<file path="src/rtl/matmul_seq_ctrl.sv">
// matmul_seq_ctrl: sequences clear, skewed operand feed, drain and result write-out for an output-stationary PE array
module matmul_seq_ctrl #(
  parameter int DATA_WIDTH = 32,
  parameter int BUS_WIDTH  = 64,
  parameter int MAX_DIM    = BUS_WIDTH / DATA_WIDTH,
  parameter int DIM_W      = $clog2(MAX_DIM) + 1,
  parameter int IDX_W      = (MAX_DIM > 1) ? $clog2(MAX_DIM) : 1
) (
  input  logic                     clk_i,
  input  logic                     rst_ni,
  input  logic                     start_i,
  input  logic [DIM_W-1:0]         n_dim_i,
  input  logic [DIM_W-1:0]         k_dim_i,
  input  logic [DIM_W-1:0]         m_dim_i,
  output logic                     busy_o,
  output logic                     done_o,
  output logic                     err_o,
  output logic                     pe_clr_o,
  output logic                     pe_en_o,
  output logic [MAX_DIM-1:0]       a_vld_o,
  output logic [MAX_DIM*IDX_W-1:0] a_idx_o,
  output logic [MAX_DIM-1:0]       b_vld_o,
  output logic [MAX_DIM*IDX_W-1:0] b_idx_o,
  output logic                     res_vld_o,
  input  logic                     res_ready_i,
  output logic [IDX_W-1:0]         res_row_o,
  output logic [IDX_W-1:0]         res_col_o
);
  // t and the dimension sum N+K+M share one width wide enough for 3*MAX_DIM
  localparam int TW = $clog2(3 * MAX_DIM + 1);
  localparam logic [DIM_W-1:0] MAXD = DIM_W'(MAX_DIM);

  typedef enum logic [2:0] {IDLE, CLEAR, FEED, DRAIN, WRITE, DONE} state_t;

  state_t          state, state_nx;
  logic [TW-1:0]   n, k, m, t, t_last;
  logic [IDX_W-1:0] r, c;
  logic            err, dims_bad, last_col, last_row, hs, a_ok, b_ok;

  assign dims_bad = (n_dim_i == '0) || (n_dim_i > MAXD) ||
                    (k_dim_i == '0) || (k_dim_i > MAXD) ||
                    (m_dim_i == '0) || (m_dim_i > MAXD);
  assign t_last   = n + k + m - TW'(3);
  assign hs       = (state == WRITE) && res_ready_i;
  assign last_col = TW'(c) == m - TW'(1);
  assign last_row = TW'(r) == n - TW'(1);
  assign err_o    = err;

  // state, latched dimensions and the feed/write counters
  always_ff @(posedge clk_i) begin
    if (!rst_ni) begin
      state <= IDLE;
      n     <= '0;
      k     <= '0;
      m     <= '0;
      t     <= '0;
      r     <= '0;
      c     <= '0;
      err   <= 1'b0;
    end else begin
      state <= state_nx;
      if (state == IDLE && start_i) begin
        n   <= TW'(n_dim_i);
        k   <= TW'(k_dim_i);
        m   <= TW'(m_dim_i);
        err <= dims_bad;
      end
      t <= (state == FEED) ? t + 1'b1 : '0;
      if (state == DRAIN) begin
        r <= '0;
        c <= '0;
      end else if (hs) begin
        c <= last_col ? '0 : c + 1'b1;
        if (last_col) r <= r + 1'b1;
      end
    end
  end

  // next state and Moore output decode; row i / column j inject k-index t-i / t-j
  always_comb begin
    state_nx  = state;
    busy_o    = state != IDLE;
    done_o    = state == DONE;
    pe_clr_o  = state == CLEAR;
    pe_en_o   = (state == FEED) || (state == DRAIN);
    res_vld_o = state == WRITE;
    res_row_o = (state == WRITE) ? r : '0;
    res_col_o = (state == WRITE) ? c : '0;
    a_vld_o   = '0;
    a_idx_o   = '0;
    b_vld_o   = '0;
    b_idx_o   = '0;
    a_ok      = 1'b0;
    b_ok      = 1'b0;
    case (state)
      IDLE:    if (start_i) state_nx = dims_bad ? DONE : CLEAR;
      CLEAR:   state_nx = FEED;
      FEED:    if (t == t_last) state_nx = DRAIN;
      DRAIN:   state_nx = WRITE;
      WRITE:   if (hs && last_col && last_row) state_nx = DONE;
      DONE:    state_nx = IDLE;
      default: state_nx = IDLE;
    endcase
    for (int i = 0; i < MAX_DIM; i++) begin
      a_ok = (state == FEED) && (TW'(i) < n) && (t >= TW'(i)) && (t - TW'(i) < k);
      b_ok = (state == FEED) && (TW'(i) < m) && (t >= TW'(i)) && (t - TW'(i) < k);
      a_vld_o[i] = a_ok;
      b_vld_o[i] = b_ok;
      a_idx_o[i*IDX_W +: IDX_W] = a_ok ? IDX_W'(t - TW'(i)) : '0;
      b_idx_o[i*IDX_W +: IDX_W] = b_ok ? IDX_W'(t - TW'(i)) : '0;
    end
  end
endmodule

</file>
<file path="config.mk">
export PLATFORM = sky130hd
export DESIGN_NAME = matmul_seq_ctrl
export DESIGN_NICKNAME = d
export VERILOG_FILES = /design/src/rtl/matmul_seq_ctrl.sv
export SDC_FILE = /design/constraint.sdc
export NUM_CORES = 1
export LEC_CHECK = 0
export ABC_AREA = 1
export CAP_MARGIN = 20
export CORE_UTILIZATION = 50
export CTS_CLUSTER_SIZE = 25
export DETAILED_ROUTE_END_ITERATION = 7
export GPL_ROUTABILITY_DRIVEN = 0
export PLACE_DENSITY = 0.81
export SETUP_SLACK_MARGIN = 0.05
export SYNTH_ARGS = -nofsm -noshare
export SYNTH_HDL_FRONTEND = slang
export SYNTH_SLANG_ARGS = --single-unit
export TNS_END_PERCENT = 50
</file>
<file path="constraint.sdc">
create_clock -name clk_i -period 2.5 [get_ports clk_i]
set_input_delay 0.5 -clock clk_i [delete_from_list [all_inputs] [get_ports clk_i]]
set_output_delay 0.5 -clock clk_i [all_outputs]
set_load 0.05 [all_outputs]
</file>
==> implementation parameters, run 1 <==
Parameter                              Value

Timing
  Worst relative slew slack    0.660
  Top achievable clock speed    0.390 GHz
  Final number of hold-violating endpoints    0
  Final period demand of the worst path    2560 ps
  Hold Slack    522 ps
  Unrepaired setup endpoints after global routing    true
  Final worst clock skew    7.35 ps
  Final setup viols    2
  Post-route clock period utilization    1.03
  Number of slew-limit violations in the final report    0
  Setup slack of the critical path after layout    -63.7 ps
  Actual transition at the worst max-transition pin    508 ps

Outcome
  Result of the run    finished, violations left
  Violations in the final reports    setup timing

Logic synthesis
  Combinational family with the most area after synthesis    simple AND/OR/NAND/NOR gates
  Synthesized flop and latch total    15
  Total number of yosys warnings    0
  Yosys top cell area share    0.259
  Async set-or-reset flop fraction in the synthesized netlist    0
  Netlist area before placement    1160 um^2
  XOR/XNOR share of the synthesized area    0.00756
  Simple-gate share of the synthesized area    0.311
  Net count after synthesis    ~190
  Synthesized instance count    167
  Ys flop type    sky130_fd_sc_hd__dfxtp_1
  Synthesized-area fraction occupied by ao, oa, aoi and oai cells    0.110
  Top cell type by total area after synthesis    sky130_fd_sc_hd__dfxtp_1
  Number of synthesized flops with an enable pin    0
  Netlist cell types    30
  Cell types with the largest area share after synthesis    sky130_fd_sc_hd__dfxtp_1, sky130_fd_sc_hd__ha_1, sky130_fd_sc_hd__inv_1
  Adder-cell share of the synthesized area    0.164
  Multiplexer share of the synthesized area    0.00864
  Average footprint of a synthesized cell    6.94 um^2
  Sequential fraction of the synthesis area    0.259

Setup path
  Maximum fanout count along the critical path    3
  Arrival time at the worst endpoint    2060 ps
  Destination of the critical timing path    b_idx_o[1]
  Timing startpoint of the critical path    t[0]$_SDFF_PN0_
  Worst path required time    2000 ps
  Reg-to-reg slack, setup    200 ps
  CP Launch Type    flop
  Worst r2r src    n[0]$_SDFFE_PN0P_
  Crit Path Category    flop to output port
  Critical register-to-register path endpoint    state[0]$_SDFFE_PN0P_
  Path depth of the worst reg2reg path    14
  Crit path capture type    output port

GRT
  GRT Overall Usage    0.290
  Global-route wire length before repair    5420 um
  Gr ovfl total    0
  Maximum number of pins on one net before global-route repair    14
  Antenna violations before repair    0
  Number of global-route vias before repair    ~1200

Power
  PnR Total Power    between 1.5 and 2 mW
  Internal cell power    0.758 mW
  Clock share of power    0.094
  Static leakage    0.845 nW
  Switching share of power    0.545
  Highest ir drop seen on vdd    0.000776 V
  Combinational share of power    0.674
  Reg power frac    0.232
  Power Dens Cells    958 nW/um^2
  Switching power total    just over 0.9 mW

Routing
  Wirelength, routed    around 3600 um
  Avg WL per Cell    15.6 um
  Final ANT Viol Nets    0
  Mean number of vias per cell    5.40
  DRC errors left    0
  Via count    1237
  1st-pass router iterations    4
  Violation count after the first detailed-route iteration    25

Floorplanning
  Core region area    2190 um^2
  Number of cell rows    17
  Vertical die dimension    50.1 um
  Initial core utilization    0.529
  Area enclosed by the die boundary    2510 um^2
  Width of the chip    50.1 um
  # IOs    26

Clocking
  Number of sinks handled by clock tree synthesis    15
  Count of hold-fix buffers inserted at cts    0
  Number of H-tree levels    1
  TritonCTS clock tree    built
  Clock-pin slew on the worst setup and hold paths    ~110 ps
  Maximum count of clock buffers along a single path    2
  TritonCTS buffer count    3
  Source-to-sink clock delay at the later pin of the worst-skew pair    300 ps
  Buffer type at the clock tree root    sky130_fd_sc_hd__clkbuf_4

Run
  Number of violations of the max-capacitance limit    0

Worst hold path
  Hold Path Class    flop to flop

Cells and area
  Most frequent cells in the layout    sky130_fd_sc_hd__nand2_1, sky130_fd_sc_hd__inv_1, sky130_fd_sc_hd__nor2_1
  Layout overhead on the synthesized area    50.0%
  Diode insertion count for antenna repair    0
  Fraction of layout instances using a drive strength above 1    0.259
  Most common library cell in the layout ignoring fill and taps    sky130_fd_sc_hd__nand2_1
  Total number of nets in the final design    226

Placement
  Sum of net half-perimeters after detailed placement    2310 um
  Port Buf Inserts    25
## metal layers
layer | routed length (um) | vias to the layer above | track usage | part of all wire
met5 | 0 | - | 0 | 0
met4 | 110 | 0 | 0.129 | 0.031
met3 | 174 | 16 | 0.0606 | 0.049
met2 | 1870 | 45 | 0.549 | 0.52
met1 | 1420 | 579 | 0.300 | 0.40
li1 | - | 597 | - | -
## power by group through the flow
stage	registers, mW	clock network, mW	logic (mW)
2_1_floorplan	0.396	0	0.693
3_3_place_gp	0.383	0	0.896
3_5_place_dp	0.388	0	0.943
4_1_cts	0.384	0.155	0.983
5_1_grt	0.396	0.170	1.21
6_report	0.387	0.156	1.12
## worst min path at each step
stage                  startpoint                  to  slack, ps  cells past startpoint
2_1_floorplan   k[0]$_SDFFE_PN0P_   k[0]$_SDFFE_PN0P_        460                      2
3_3_place_gp   err_o$_SDFFE_PN0P_  err_o$_SDFFE_PN0P_        480                      2
3_5_place_dp   err_o$_SDFFE_PN0P_  err_o$_SDFFE_PN0P_        500                      2
4_1_cts        err_o$_SDFFE_PN0P_  err_o$_SDFFE_PN0P_        530                      2
5_1_grt        err_o$_SDFFE_PN0P_  err_o$_SDFFE_PN0P_        580                      2
6_report       err_o$_SDFFE_PN0P_  err_o$_SDFFE_PN0P_        520                      2
## area by class of cell
cell class	count	area, um^2
Clock buffer	3	22.5
Tap cell	28	35.0
Clock inverter	1	7.51
Timing Repair Buffer	34	415
Multi-Input combinational cell	113	820
Fill cell	149	453
Sequential cell	15	304
Inverter	35	134
## registers in the layout, indices dropped and copies added, names as in the netlist
register	count
m	2
c	1
r	1
k	2
err_o	1
t	3
state	3
n	2
## critical path, cell delays in order, from the launching register on
cell,delay (ps)
sky130_fd_sc_hd__dfxtp_2,350
sky130_fd_sc_hd__inv_2,60
sky130_fd_sc_hd__ha_4,280
sky130_fd_sc_hd__inv_4,40
sky130_fd_sc_hd__ha_4,230
sky130_fd_sc_hd__o21ai_2,60
sky130_fd_sc_hd__o211ai_1,150
sky130_fd_sc_hd__buf_4,190
sky130_fd_sc_hd__nor4_4,210
sky130_fd_sc_hd__buf_12,180
## cells in the mapped netlist, types with 4 or more instances
cell and instances:
sky130_fd_sc_hd__nor3_1 5, sky130_fd_sc_hd__nand3_1 6, sky130_fd_sc_hd__nor2_1 16, sky130_fd_sc_hd__a21oi_1 8, sky130_fd_sc_hd__o21ai_0 9, sky130_fd_sc_hd__ha_1 12, sky130_fd_sc_hd__nand2_1 31, sky130_fd_sc_hd__inv_1 31
sky130_fd_sc_hd__nor4_1 4, sky130_fd_sc_hd__inv_2 4, sky130_fd_sc_hd__dfxtp_1 15
## through the flow
step           TNS (ps)   util  cell area (um^2)  worst slack (ps)  std cells
4_1_cts           -95.4  0.753              1650             -53.7        225
5_1_grt            -349  0.793              1740              -147        229
3_5_place_dp          0  0.694              1520               112        217
6_report          -79.3  0.793              1740             -63.7        229
3_3_place_gp          0  0.694              1520               207        217
2_1_floorplan      -888      -              1180              -342        167
## logic make-up (layout without fill, tap and decap cells)
group | after synthesis | in the layout
AOI/OAI and AO/OA | 23 | 23
xor gates and xnor gates | 1 | 1
and+or+nand+nor | 74 | 74
muxes | 1 | 1
DFF | 15 | 15
adders and majority gates | 14 | 14
buffers and inverters | 39 | 73
## repair_timing
| action | in CTS | in global routing |
|---|---|---|
| pin swaps | 4 | 3 |
| setup buffers | 4 | 4 |
| resized for setup | 12 | 12 |
| setup endpoints to repair | 6 | 11 |
(Power assumes the default switching activity.)
==> run 2: changes to the inputs <==
CORE_UTILIZATION = 53   (was 50)
PLACE_DENSITY = 0.85   (was 0.81)
clock period = 3 ns   (was 2.5 ns; I/O delays follow)
==> run 2 against run 1 <==
The flow now finishes without violations. Clock skew down 1.6 ps. Via count down 9.7%. Sequential power down 17%. Setup slack gained 220 ps. Critical path type unchanged. Highest routed layer unchanged.
==> implementation parameters, run 2 (same netlist as run 1, synthesis figures left out) <==
Parameter                              Value

Setup path
  CP cell instances    inv_2 -> ha_1 -> inv_1 -> ha_1 -> o21ai_1 -> o211ai_1 -> nor3_1 -> buf_12
  Maximum fanout count along the critical path    9 (+6)
  Reg-to-reg slack, setup    830 ps (+630 ps)
  Stages on the worst setup path    8 (-1)
  Worst r2r src    n[0]$_SDFFE_PN0P_
  Path depth of the worst reg2reg path    14 (unchanged)
  CP peak stage delay    450 ps (+100 ps)
  Critical register-to-register path endpoint    state[0]$_SDFFE_PN0P_
  CP most frequent cell    sky130_fd_sc_hd__ha_1
  Worst path required time    2400 ps (+400 ps)
  Crit Path Category    flop to output port
  CP Launch Type    flop
  Crit path capture type    output port
  Arrival time at the worst endpoint    2240 ps (+180 ps)
  Cell class contributing the biggest share of worst-path delay    adder cells
  Slowest CP cell    sky130_fd_sc_hd__dfxtp_2
  Worst path bufs/invs    3 (-1)

Cells and area
  Total number of nets in the final design    218 (-3.5%)
  Area taken by multi-input logic gates    709 um^2 (-13%)
  Most frequent cells in the layout    sky130_fd_sc_hd__inv_1, sky130_fd_sc_hd__nand2_1, sky130_fd_sc_hd__clkdlybuf4s50_1
  Non-filler instance count after layout    220 (-3.9%)
  Fill cell instance count of the final layout    155 (+4.0%)
  Fraction of layout instances using a drive strength above 1    0.130 (-0.129)
  Layout overhead on the synthesized area    30.1%
  Largest regs    state (3), t (3)
  Diode insertion count for antenna repair    0 (unchanged)
  Core Util, Final    0.753 (-0.0401)
  Area taken by flip-flops and latches    302 um^2 (-0.82%)

Floorplanning
  Vertical die dimension    48.8 um (-2.8%)
  Number of cell rows    16 (-1)
  Width of the chip    48.8 um (-2.8%)
  Core region area    2000 um^2 (-8.6%)
  Area enclosed by the die boundary    2380 um^2 (-5.4%)
  # IOs    26 (unchanged)
  Initial core utilization    0.579 (+0.0499)

Routing
  Violation count after the first detailed-route iteration    30 (+20%)
  Final ANT Viol Nets    0 (unchanged)
  M1 WL    1120 um (-21%)
  Via count    1117 (-9.7%)
  1st-pass router iterations    4 (unchanged)
  Mean number of vias per cell    5.08 (-6.0%)
  DRC errors left    0 (unchanged)
  Avg WL per Cell    11.5 um (-26%)
  WL met2    1250 um (-33%)
  Uppermost signal routing layer after detailed routing    met4
  Wirelength, routed    2540 um (-29%)
  Detailed route wirelength on metal3    112 um (-36%)

GRT
  Antenna violations before repair    0 (unchanged)
  Number of global-route vias before repair    1036 (-15%)
  GRT Overall Usage    0.243 (-0.0467)
  Global-route wire length before repair    4420 um (-18%)
  Maximum number of pins on one net before global-route repair    14 (unchanged)
  Gr ovfl total    0 (unchanged)

Placement
  Post-Place Worst Slack    356 ps (+244 ps)
  Sum of net half-perimeters after detailed placement    2020 um (-13%)
  Inst Count DP    216 (-0.46%)
  Port Buf Inserts    25 (unchanged)

Worst hold path
  Hold Path Class    flop to flop
  End point of the worst hold path    err_o$_SDFFE_PN0P_
  Startpoint of the worst hold path    err_o$_SDFFE_PN0P_
  Hold Path Cell Cnt    2 (unchanged)

Power
  Reg power frac    0.264 (+0.032)
  Switching power total    0.637 mW (-30%)
  Clock share of power    0.105 (+0.011)
  Power Dens Cells    808 nW/um^2 (-16%)
  Switching share of power    0.523 (-0.0222)
  Highest ir drop seen on vdd    0.000767 V (-1.1%)
  Internal cell power    0.582 mW (-23%)
  Static leakage    0.736 nW (-13%)
  Combinational share of power    0.631 (-0.043)

Clocking
  Maximum count of clock buffers along a single path    2 (unchanged)
  Clock-pin slew on the worst setup and hold paths    100 ps (about the same)
  CTS-repair resized insts    1 (-11)
  Buffer type at the clock tree root    sky130_fd_sc_hd__clkbuf_4
  TritonCTS buffer count    3 (unchanged)
  Count of hold-fix buffers inserted at cts    0 (unchanged)
  # Post-CTS Setup Buffers    0 (-4)
  Number of sinks handled by clock tree synthesis    15 (unchanged)
  TritonCTS clock tree    built
  Number of H-tree levels    1 (unchanged)
  Source-to-sink clock delay at the later pin of the worst-skew pair    300 ps (about the same)

Timing
  Final number of hold-violating endpoints    0 (unchanged)
  Number of slew-limit violations in the final report    0 (unchanged)
  Post-route clock period utilization    0.947
  Setup slack of the critical path after layout    160 ps (+224 ps)
  Actual transition at the worst max-transition pin    534 ps (+26.2 ps)
  Worst relative slew slack    0.643 (-0.0176)
  Unrepaired setup endpoints after global routing    false
  Final worst clock skew    5.78 ps (-1.57 ps)
  Final period demand of the worst path    2840 ps
  Final setup viols    0 (-2)
  Final-layout setup total negative slack    0 ps (+79.3 ps)
  Top achievable clock speed    0.352 GHz

Outcome
  Result of the run    completed

Run
  Number of violations of the max-capacitance limit    0 (unchanged)
[run 2: changes by cell type in the layout (fill, tap and decap cells not counted), sizes merged]
cell / before / now
buf: 17 / 5
clkdlybuf4s50: 13 / 17
bufbuf: 1 / 0
clkinv: 0 / 1
clkinvlp: 1 / 0
dlygate4sd2: 0 / 1
[run 2: cell type report]
type | instances | area share
Tap cell | 27 | 0.0224
Clock inverter | 1 | 0.00332
Sequential cell | 15 | 0.200
Multi-Input combinational cell | 113 | 0.471
Inverter | 35 | 0.0871
Timing Repair Buffer | 26 | 0.202
Clock buffer | 3 | 0.0149
[run 2: worst min-delay path, cell delays in order (launching register included)]
cell and delay, ps:
sky130_fd_sc_hd__dfxtp_1 340, sky130_fd_sc_hd__mux2i_1 70, sky130_fd_sc_hd__nor2_1 70
[run 2: how the worst max path moves through the flow]
stage                       to  slack, ps         startpoint
global route        b_idx_o[1]         70    t[1]$_SDFF_PN0_
CTS                 a_idx_o[1]         40    t[0]$_SDFF_PN0_
floorplan           a_idx_o[1]       -360    t[0]$_SDFF_PN0_
detailed placement  a_idx_o[0]        360  k[1]$_SDFFE_PN0P_
finish              a_vld_o[1]        160    t[0]$_SDFF_PN0_
global placement    b_idx_o[1]        450    t[0]$_SDFF_PN0_
[run 2: metrics by stage]
step | hold slack (ps) | total power, mW | instance area [um^2]
floorplan | 463 | 0.901 | 1160
global placement | 481 | 1.06 | 1460
detailed placement | 488 | 1.09 | 1460
CTS | 517 | 1.22 | 1490
global route | 547 | 1.33 | 1510
finish | 510 | 1.22 | 1510
[run 2: layer usage]
metal	global-route usage	vias up
met4	0.0882	0
met3	0.0629	7
met1	0.285	498
met5	0	-
met2	0.424	31
li1	-	581
[run 2: power by group through the flow]
| stage | logic [mW] | registers (mW) | clock network [mW] |
|---|---|---|---|
| after floorplan | 0.573 | 0.328 | 0 |
| after global placement | 0.739 | 0.321 | 0 |
| after detailed placement | 0.764 | 0.324 | 0 |
| after CTS | 0.769 | 0.320 | 0.127 |
| after global routing | 0.864 | 0.331 | 0.134 |
| final | 0.768 | 0.322 | 0.128 |
